`src/rtl/complex_scale_pipe_if.sv`:
```
// complex_scale_pipe_if: sample stream into and out of complex_scale_pipe.
// slave is the scaler's view, master the producer/consumer view.
interface complex_scale_pipe_if #(
    parameter int DATA_WIDTH = 16,
    parameter int NFFT       = 128,
    parameter int SHIFT_W    = $clog2(NFFT) + 1
);
    logic                          in_valid;
    logic                          in_ready;
    logic signed [DATA_WIDTH-1:0]  data_in_r;
    logic signed [DATA_WIDTH-1:0]  data_in_i;
    logic [SHIFT_W-1:0]            shift_mag;
    logic                          shift_dir;
    logic                          out_valid;
    logic                          out_ready;
    logic signed [DATA_WIDTH-1:0]  data_out_r;
    logic signed [DATA_WIDTH-1:0]  data_out_i;
    logic                          ovf_flag;
    logic                          frame_done;
    logic [$clog2(NFFT)-1:0]       sample_cnt;

    modport slave (
        input  in_valid, data_in_r, data_in_i, shift_mag, shift_dir, out_ready,
        output in_ready, out_valid, data_out_r, data_out_i, ovf_flag,
        output frame_done, sample_cnt
    );

    modport master (
        output in_valid, data_in_r, data_in_i, shift_mag, shift_dir, out_ready,
        input  in_ready, out_valid, data_out_r, data_out_i, ovf_flag,
        input  frame_done, sample_cnt
    );
endinterface

```
`src/rtl/complex_scale_pipe.sv`:
```
// complex_scale_pipe: 2-stage complex shift/saturate with frame tracking.
// Define CSCALE_ROUND_EN for round-half-up right shifts (default: truncate).
module complex_scale_pipe #(
    parameter int DATA_WIDTH = 16,
    parameter int NFFT       = 128,
    parameter int SHIFT_W    = $clog2(NFFT) + 1
) (
    input  logic                clk,
    input  logic                rst,
    complex_scale_pipe_if.slave bus
);
    localparam int DW = DATA_WIDTH;
    localparam int CW = $clog2(NFFT);
    localparam logic [31:0] DWU = DW;
    localparam logic signed [DW-1:0]   MAXV = {1'b0, {(DW-1){1'b1}}};
    localparam logic signed [DW-1:0]   MINV = {1'b1, {(DW-1){1'b0}}};
    localparam logic signed [2*DW-1:0] MAXW = {{(DW+1){1'b0}}, {(DW-1){1'b1}}};
    localparam logic signed [2*DW-1:0] MINW = {{(DW+1){1'b1}}, {(DW-1){1'b0}}};
`ifdef CSCALE_ROUND_EN
    localparam logic signed [DW:0]     MAXE = {2'b00, {(DW-1){1'b1}}};
`endif

    // Returns {saturated, result} for one component.
    function automatic logic [DW:0] scale(
        input logic signed [DW-1:0] x,
        input logic [SHIFT_W-1:0]   s,
        input logic                 dir
    );
        logic signed [DW-1:0]   res;
        logic signed [2*DW-1:0] wide;
        logic                   sat;
        logic                   big;
`ifdef CSCALE_ROUND_EN
        logic signed [DW:0]     sum;
        sum  = '0;
`endif
        res  = x;
        sat  = 1'b0;
        wide = '0;
        big  = 32'(s) >= DWU;
        if (s == '0) begin
            res = x;
        end else if (!dir) begin
            if (big) begin
                res = '0;
            end else begin
`ifdef CSCALE_ROUND_EN
                sum = {x[DW-1], x} + ({{DW{1'b0}}, 1'b1} << (s - SHIFT_W'(1)));
                sum = sum >>> s;
                if (sum > MAXE) begin
                    res = MAXV;
                    sat = 1'b1;
                end else begin
                    res = sum[DW-1:0];
                end
`else
                res = x >>> s;
`endif
            end
        end else if (big) begin
            sat = x != '0;
            res = (x == '0) ? '0 : (x[DW-1] ? MINV : MAXV);
        end else begin
            wide = (2*DW)'(x) <<< s;
            if (wide > MAXW) begin
                res = MAXV;
                sat = 1'b1;
            end else if (wide < MINW) begin
                res = MINV;
                sat = 1'b1;
            end else begin
                res = wide[DW-1:0];
            end
        end
        return {sat, res};
    endfunction

    logic                 s1_valid;
    logic signed [DW-1:0] s1_r;
    logic signed [DW-1:0] s1_i;
    logic [SHIFT_W-1:0]   s1_mag;
    logic                 s1_dir;
    logic                 o_valid;
    logic signed [DW-1:0] o_r;
    logic signed [DW-1:0] o_i;
    logic                 ovf;
    logic [CW-1:0]        cnt;
    logic [DW:0]          sc_r;
    logic [DW:0]          sc_i;
    logic                 adv;
    logic                 in_rdy;
    logic                 in_fire;
    logic                 out_fire;
    logic                 last;
    logic                 load2;

    assign sc_r     = scale(s1_r, s1_mag, s1_dir);
    assign sc_i     = scale(s1_i, s1_mag, s1_dir);
    assign adv      = !o_valid || bus.out_ready;
    assign in_rdy   = !s1_valid || adv;
    assign in_fire  = bus.in_valid && in_rdy;
    assign out_fire = o_valid && bus.out_ready;
    assign last     = &cnt;
    assign load2    = adv && s1_valid;

    always_ff @(posedge clk or posedge rst) begin
        if (rst) begin
            s1_valid <= 1'b0;
            s1_r     <= '0;
            s1_i     <= '0;
            s1_mag   <= '0;
            s1_dir   <= 1'b0;
            o_valid  <= 1'b0;
            o_r      <= '0;
            o_i      <= '0;
            ovf      <= 1'b0;
            cnt      <= '0;
        end else begin
            if (in_rdy) s1_valid <= bus.in_valid;
            if (in_fire) begin
                s1_r   <= bus.data_in_r;
                s1_i   <= bus.data_in_i;
                s1_mag <= bus.shift_mag;
                s1_dir <= bus.shift_dir;
            end
            if (adv) o_valid <= s1_valid;
            if (load2) begin
                o_r <= sc_r[DW-1:0];
                o_i <= sc_i[DW-1:0];
            end
            if (out_fire) cnt <= cnt + CW'(1);
            // A saturating first sample of the next frame wins over the clear.
            ovf <= (ovf && !(out_fire && last)) ||
                   (load2 && (sc_r[DW] || sc_i[DW]));
        end
    end

    assign bus.in_ready   = in_rdy;
    assign bus.out_valid  = o_valid;
    assign bus.data_out_r = o_r;
    assign bus.data_out_i = o_i;
    assign bus.ovf_flag   = ovf;
    assign bus.frame_done = o_valid && last;
    assign bus.sample_cnt = cnt;
endmodule

```
`src/flat_wrapper.sv`:
```
// flat-port wrapper written by rule: the top's interface ports become plain ports
module complex_scale_pipe_flat 
#(
    parameter int DATA_WIDTH = 16,
    parameter int NFFT       = 128,
    parameter int SHIFT_W    = $clog2(NFFT) + 1
)
  (clk, rst, bus_in_valid, bus_data_in_r, bus_data_in_i, bus_shift_mag, bus_shift_dir, bus_out_ready, bus_in_ready, bus_out_valid, bus_data_out_r, bus_data_out_i, bus_ovf_flag, bus_frame_done, bus_sample_cnt);
  complex_scale_pipe_if #(.DATA_WIDTH(DATA_WIDTH), .NFFT(NFFT), .SHIFT_W(SHIFT_W)) bus_i ();
  input  logic clk;
  input  logic rst;
  input wire logic [$bits(bus_i.in_valid)-1:0] bus_in_valid;
  input wire logic [$bits(bus_i.data_in_r)-1:0] bus_data_in_r;
  input wire logic [$bits(bus_i.data_in_i)-1:0] bus_data_in_i;
  input wire logic [$bits(bus_i.shift_mag)-1:0] bus_shift_mag;
  input wire logic [$bits(bus_i.shift_dir)-1:0] bus_shift_dir;
  input wire logic [$bits(bus_i.out_ready)-1:0] bus_out_ready;
  output wire logic [$bits(bus_i.in_ready)-1:0] bus_in_ready;
  output wire logic [$bits(bus_i.out_valid)-1:0] bus_out_valid;
  output wire logic [$bits(bus_i.data_out_r)-1:0] bus_data_out_r;
  output wire logic [$bits(bus_i.data_out_i)-1:0] bus_data_out_i;
  output wire logic [$bits(bus_i.ovf_flag)-1:0] bus_ovf_flag;
  output wire logic [$bits(bus_i.frame_done)-1:0] bus_frame_done;
  output wire logic [$bits(bus_i.sample_cnt)-1:0] bus_sample_cnt;
  assign bus_i.in_valid = bus_in_valid;
  assign bus_i.data_in_r = bus_data_in_r;
  assign bus_i.data_in_i = bus_data_in_i;
  assign bus_i.shift_mag = bus_shift_mag;
  assign bus_i.shift_dir = bus_shift_dir;
  assign bus_i.out_ready = bus_out_ready;
  assign bus_in_ready = bus_i.in_ready;
  assign bus_out_valid = bus_i.out_valid;
  assign bus_data_out_r = bus_i.data_out_r;
  assign bus_data_out_i = bus_i.data_out_i;
  assign bus_ovf_flag = bus_i.ovf_flag;
  assign bus_frame_done = bus_i.frame_done;
  assign bus_sample_cnt = bus_i.sample_cnt;
  complex_scale_pipe #(.DATA_WIDTH(DATA_WIDTH), .NFFT(NFFT), .SHIFT_W(SHIFT_W)) u_core (.clk(clk), .rst(rst), .bus(bus_i));
endmodule
```
`config.mk`:
```
export PLATFORM = sky130hd
export DESIGN_NAME = complex_scale_pipe_flat
export DESIGN_NICKNAME = d
export VERILOG_FILES = /design/src/rtl/complex_scale_pipe_if.sv /design/src/rtl/complex_scale_pipe.sv /design/src/flat_wrapper.sv
export SDC_FILE = /design/constraint.sdc
export NUM_CORES = 1
export LEC_CHECK = 0
export ABC_AREA = 1
export CAP_MARGIN = 25
export CORE_ASPECT_RATIO = 0.7
export CORE_MARGIN = 2
export CORE_UTILIZATION = 53
export DETAILED_ROUTE_END_ITERATION = 12
export PLACE_DENSITY_LB_ADDON = 0.08
export SYNTH_ARGS = -nofsm -noshare
export SYNTH_HDL_FRONTEND = slang
export SYNTH_SLANG_ARGS = --single-unit
```
`constraint.sdc`:
```
create_clock -name clk -period 2.7 [get_ports clk]
set_input_delay 0.405 -clock clk [delete_from_list [all_inputs] [get_ports clk]]
set_output_delay 0.405 -clock clk [all_outputs]
set_load 0.03 [all_outputs]
```
==> key figures <==
Outcome
  – Status: finished with violations
  – Violated checks: negative setup slack

Setup path
  – CP delay by family, top: simple AND/OR/NAND/NOR gates
  – CP Launch Type: register
  – Most Frequent Cell on Critical Path: nand2_1
  – Crit-path slowest cell: dfrtp_2
  – Buf/Inv on CP: 2
  – Arrival @ worst endpoint: 3.07 ns
  – Critical Path RT: 3.00 ns
  – Crit. End Element: register
  – Crit path kind: register to register
  – Crit path cell chain: nor2_8 > buf_6 > clkbuf_16 > nand3_1 > nand3_1 > nand3_1 > nand2_1 > nand2_1 > nand3_1 > nand2_1 > nor2_1 > nand2_1 > nor2_2 > nand2_2 > nand2_4 > nand3_1 > nand2_1 > nand2_1 > nand2_1 > nand2_1 > nand2_1
  – Critical Path Max Stage Delay: 0.45 ns
  – Critical path peak fanout: 14

Place
  – Pre-CTS setup slack: -0.0700 ns
  – GPL Wtd Cong: 0.963
  – Post-DP Area: 9440 µm²
  – DP Cell Count: 1680
  – Port Buffer Count: 87
  – Hpwl dp: 22500 µm

STA
  – Fin worst setup slack: -0.0685 ns
  – Slew headroom: 0.510
  – Final max-slew violation count: 0
  – RSZ-0062 raised after global routing: true
  – Slew @ Worst Pin: 0.733 ns
  – Highest clock rate: 0.361 GHz
  – Hold WS: 0.263 ns
  – Final setup viols: 18
  – Worst Skew: 0.00923 ns
  – Setup TNS Final: -0.563 ns
  – Period minus WS final: 2.77 ns
  – Hold Vio Cnt, Final: 0
  – Ratio of final minimum period to clock period: 1.03

Logic synthesis
  – Synth top cells by count: 535 x nand2_1, 251 x nand3_1, 98 x o21ai_0, 92 x nor2_1, 87 x inv_1
  – Asr flop ratio synth: 1.00
  – Most frequent cell after synthesis: nand2_1
  – Synth Instances: 1410
  – Post-Syn Nets: 1456
  – Mux contribution to synthesized area: 0.0211
  – Post-Synth XOR/XNOR Area: 0.00542
  – YS warnings: 0
  – Synth cell types: 39
  – Synth Register Bits: 83
  – Complex-gate fraction of the synthesized area: 0.130
  – Yosys top cell area share: 0.257
  – Seq/Total Area, Yosys: 0.257
  – Post-synth EDFFs: 0
  – Syn_area_per_cell: 5.73 µm²
  – Adder-Cell Fraction of Synth Area: 0.00155
  – Area contributors post-synth: dfrtp_1 26%, nand2_1 25%, nand3_1 16%
  – Post-Synth Simple-Gate Area: 0.480
  – Synth Cell Area: 8080 µm²
  – Largest area contributor in the netlist: dfrtp_1
  – Main flop type after synthesis: dfrtp_1
  – Combinational family with the most area after synthesis: simple AND/OR/NAND/NOR gates

Die
  – Die X: 152 µm
  – Die ar.: 16300 µm²
  – Vert. Die Dim: 107 µm
  – Row count: 37
  – Starting density of the core: 0.545
  – # IOs: 88
  – CORE AREA: 14800 µm²

Finish
  – Final Net Count: 1563
  – Fin area: 10400 µm²
  – Register area: 2080 µm²
  – Layout filler cell count: 1349
  – Multi-input gate area: 5620 µm²
  – Area growth, synth to finish: 29.2%
  – Ratio of cells with drive above 1 in the final layout: 0.178
  – Fin cells: 1717
  – Final core occ: 0.705
  – Diode count: 0

Power and ir drop
  – Worst vdd ir: 824 µV
  – Power Density: 691 nW/µm²
  – Tot Pwr: 7.22 mW
  – LEAKAGE: 5.20 nW

Global route
  – First-pass GRT wire length: 48200 µm
  – Grt total ovfl: 0
  – Largest net degree at the start of global routing: 55
  – Initial antenna violation count: 0
  – Vias in the first global route: 9236
  – Tot GR Track Use: 0.384

Detailed routing
  – Antenna Nets Post-Route: 0
  – Pre-Repair DR Iteration Count: 5
  – Total length of routed wires: 31800 µm
  – DR iter-0 viols: 1071
  – Drt drc: 0
  – Routed len/inst: 18.5 µm
  – Vias: 10.1k
  – Vias/cell: 5.90

Run
  – Max_cap viols: 0

CTS
  – CTS tree: done
  – Number of clock sinks: 83
  – Maximum clock path buffer count: 2
  – CTS root buf: clkbuf_16
  – Worst-Skew Late Latency: 0.36 ns
  – H-tree Lvls: 3
  – Clock transition at path regs: 0.08 ns
  – Clock buffer count from CTS: 9

Hold path
  – HP Class: input pin to async pin
timing repair:
action,in CTS,in global routing
setup buffers,0,12
pin swaps,0,23
resized for setup,4,132
cloned,0,9
setup endpoints to repair,7,31
hold endpoints to repair,0,0
hold buffers,0,0
worst paths after layout:
check / from / end / slack [ns] / cells past startpoint
min in group clk: u_core.bus.data_out_i[11]$_DFFE_PP0P_ / u_core.bus.data_out_i[11]$_DFFE_PP0P_ / 0.49 / 2
min: rst / u_core.s1_r[11]$_DFFE_PP0P_ / 0.26 / 2
max reg2reg: u_core.s1_mag[6]$_DFFE_PP0P_ / u_core.bus.data_out_r[3]$_DFFE_PP0P_ / -0.07 / 21
max: u_core.s1_mag[6]$_DFFE_PP0P_ / u_core.bus.data_out_r[3]$_DFFE_PP0P_ / -0.07 / 21
min reg2reg: u_core.bus.data_out_i[11]$_DFFE_PP0P_ / u_core.bus.data_out_i[11]$_DFFE_PP0P_ / 0.49 / 2
max in group asynchronous: rst / u_core.s1_mag[2]$_DFFE_PP0P_ / 1.84 / 3
registers in the layout, summed over array words and instances, names as in the netlist:
name	cells
u_core.bus.sample_cnt	7
u_core.bus.data_out_r	16
u_core.bus.data_out_i	16
u_core.bus.ovf_flag	1
u_core.s1_mag	8
u_core.bus.out_valid	1
u_core.s1_dir	1
u_core.s1_i	16
u_core.s1_valid	1
u_core.s1_r	16
cells by family (layout without fill, tap and decap cells):
| group | Yosys count | count (layout) |
|---|---|---|
| simple gates | 916 | 920 |
| compound gates | 201 | 201 |
| fa+ha+maj | 1 | 1 |
| xor+xnor | 5 | 5 |
| buf+inv | 188 | 296 |
| mux | 16 | 16 |
| flops | 83 | 83 |
where the power goes:
group          internal (mW)  switching (mW)  leakage [nW]
combinational           1.48            2.60          4.07
clock                  0.651           0.638         0.143
sequential              1.52           0.317         0.990
total                   3.66            3.56          5.20
metal layers:
metal | up-vias | part of all wire | track usage
li1 | 4814 | - | -
met2 | 621 | 0.43 | 0.576
met1 | 4588 | 0.43 | 0.534
met4 | 0 | 0.038 | 0.144
met5 | - | 0 | 0
met3 | 101 | 0.11 | 0.0958
final cells by class:
cell class                      count  area share
Sequential cell                    83       0.199
Clock buffer                        9      0.0216
Tap cell                          195      0.0234
Inverter                           91      0.0340
Timing Repair Buffer              189       0.177
Multi-Input combinational cell   1143       0.538
Clock inverter                      7     0.00659
layout by cell type (no fill, tap or decap), drive strengths merged:
master / n
a21o: 1
a21oi: 78
a31oi: 5
buf: 98
clkbuf: 13
clkdlybuf4s50: 87
clkinv: 4
clkinvlp: 1
dfrtp: 83
ha: 1
inv: 93
mux2: 8
mux2i: 8
nand2: 548
nand3: 254
nand4: 4
nor2: 99
nor3: 5
nor4: 4
o211ai: 7
o21ai: 106
o21bai: 1
o221ai: 1
o22ai: 2
or2: 6
xnor2: 2
xor2: 3
worst reg2reg max path, cell delays in order (launching register included):
cell       delay [ns]
dfrtp_2          0.45
nor2_8           0.22
buf_6            0.15
clkbuf_16        0.16
nand3_1          0.12
nand3_1          0.14
nand3_1          0.09
nand2_1          0.15
nand2_1          0.07
nand3_1          0.09
nand2_1          0.08
nor2_1           0.09
nand2_1          0.10
nor2_2           0.11
nand2_2          0.13
nand2_4          0.14
nand3_1          0.08
nand2_1          0.10
nand2_1          0.05
nand2_1          0.08
nand2_1          0.05
nand2_1          0.06
No activity file was read; power rests on OpenSTA's default activity.
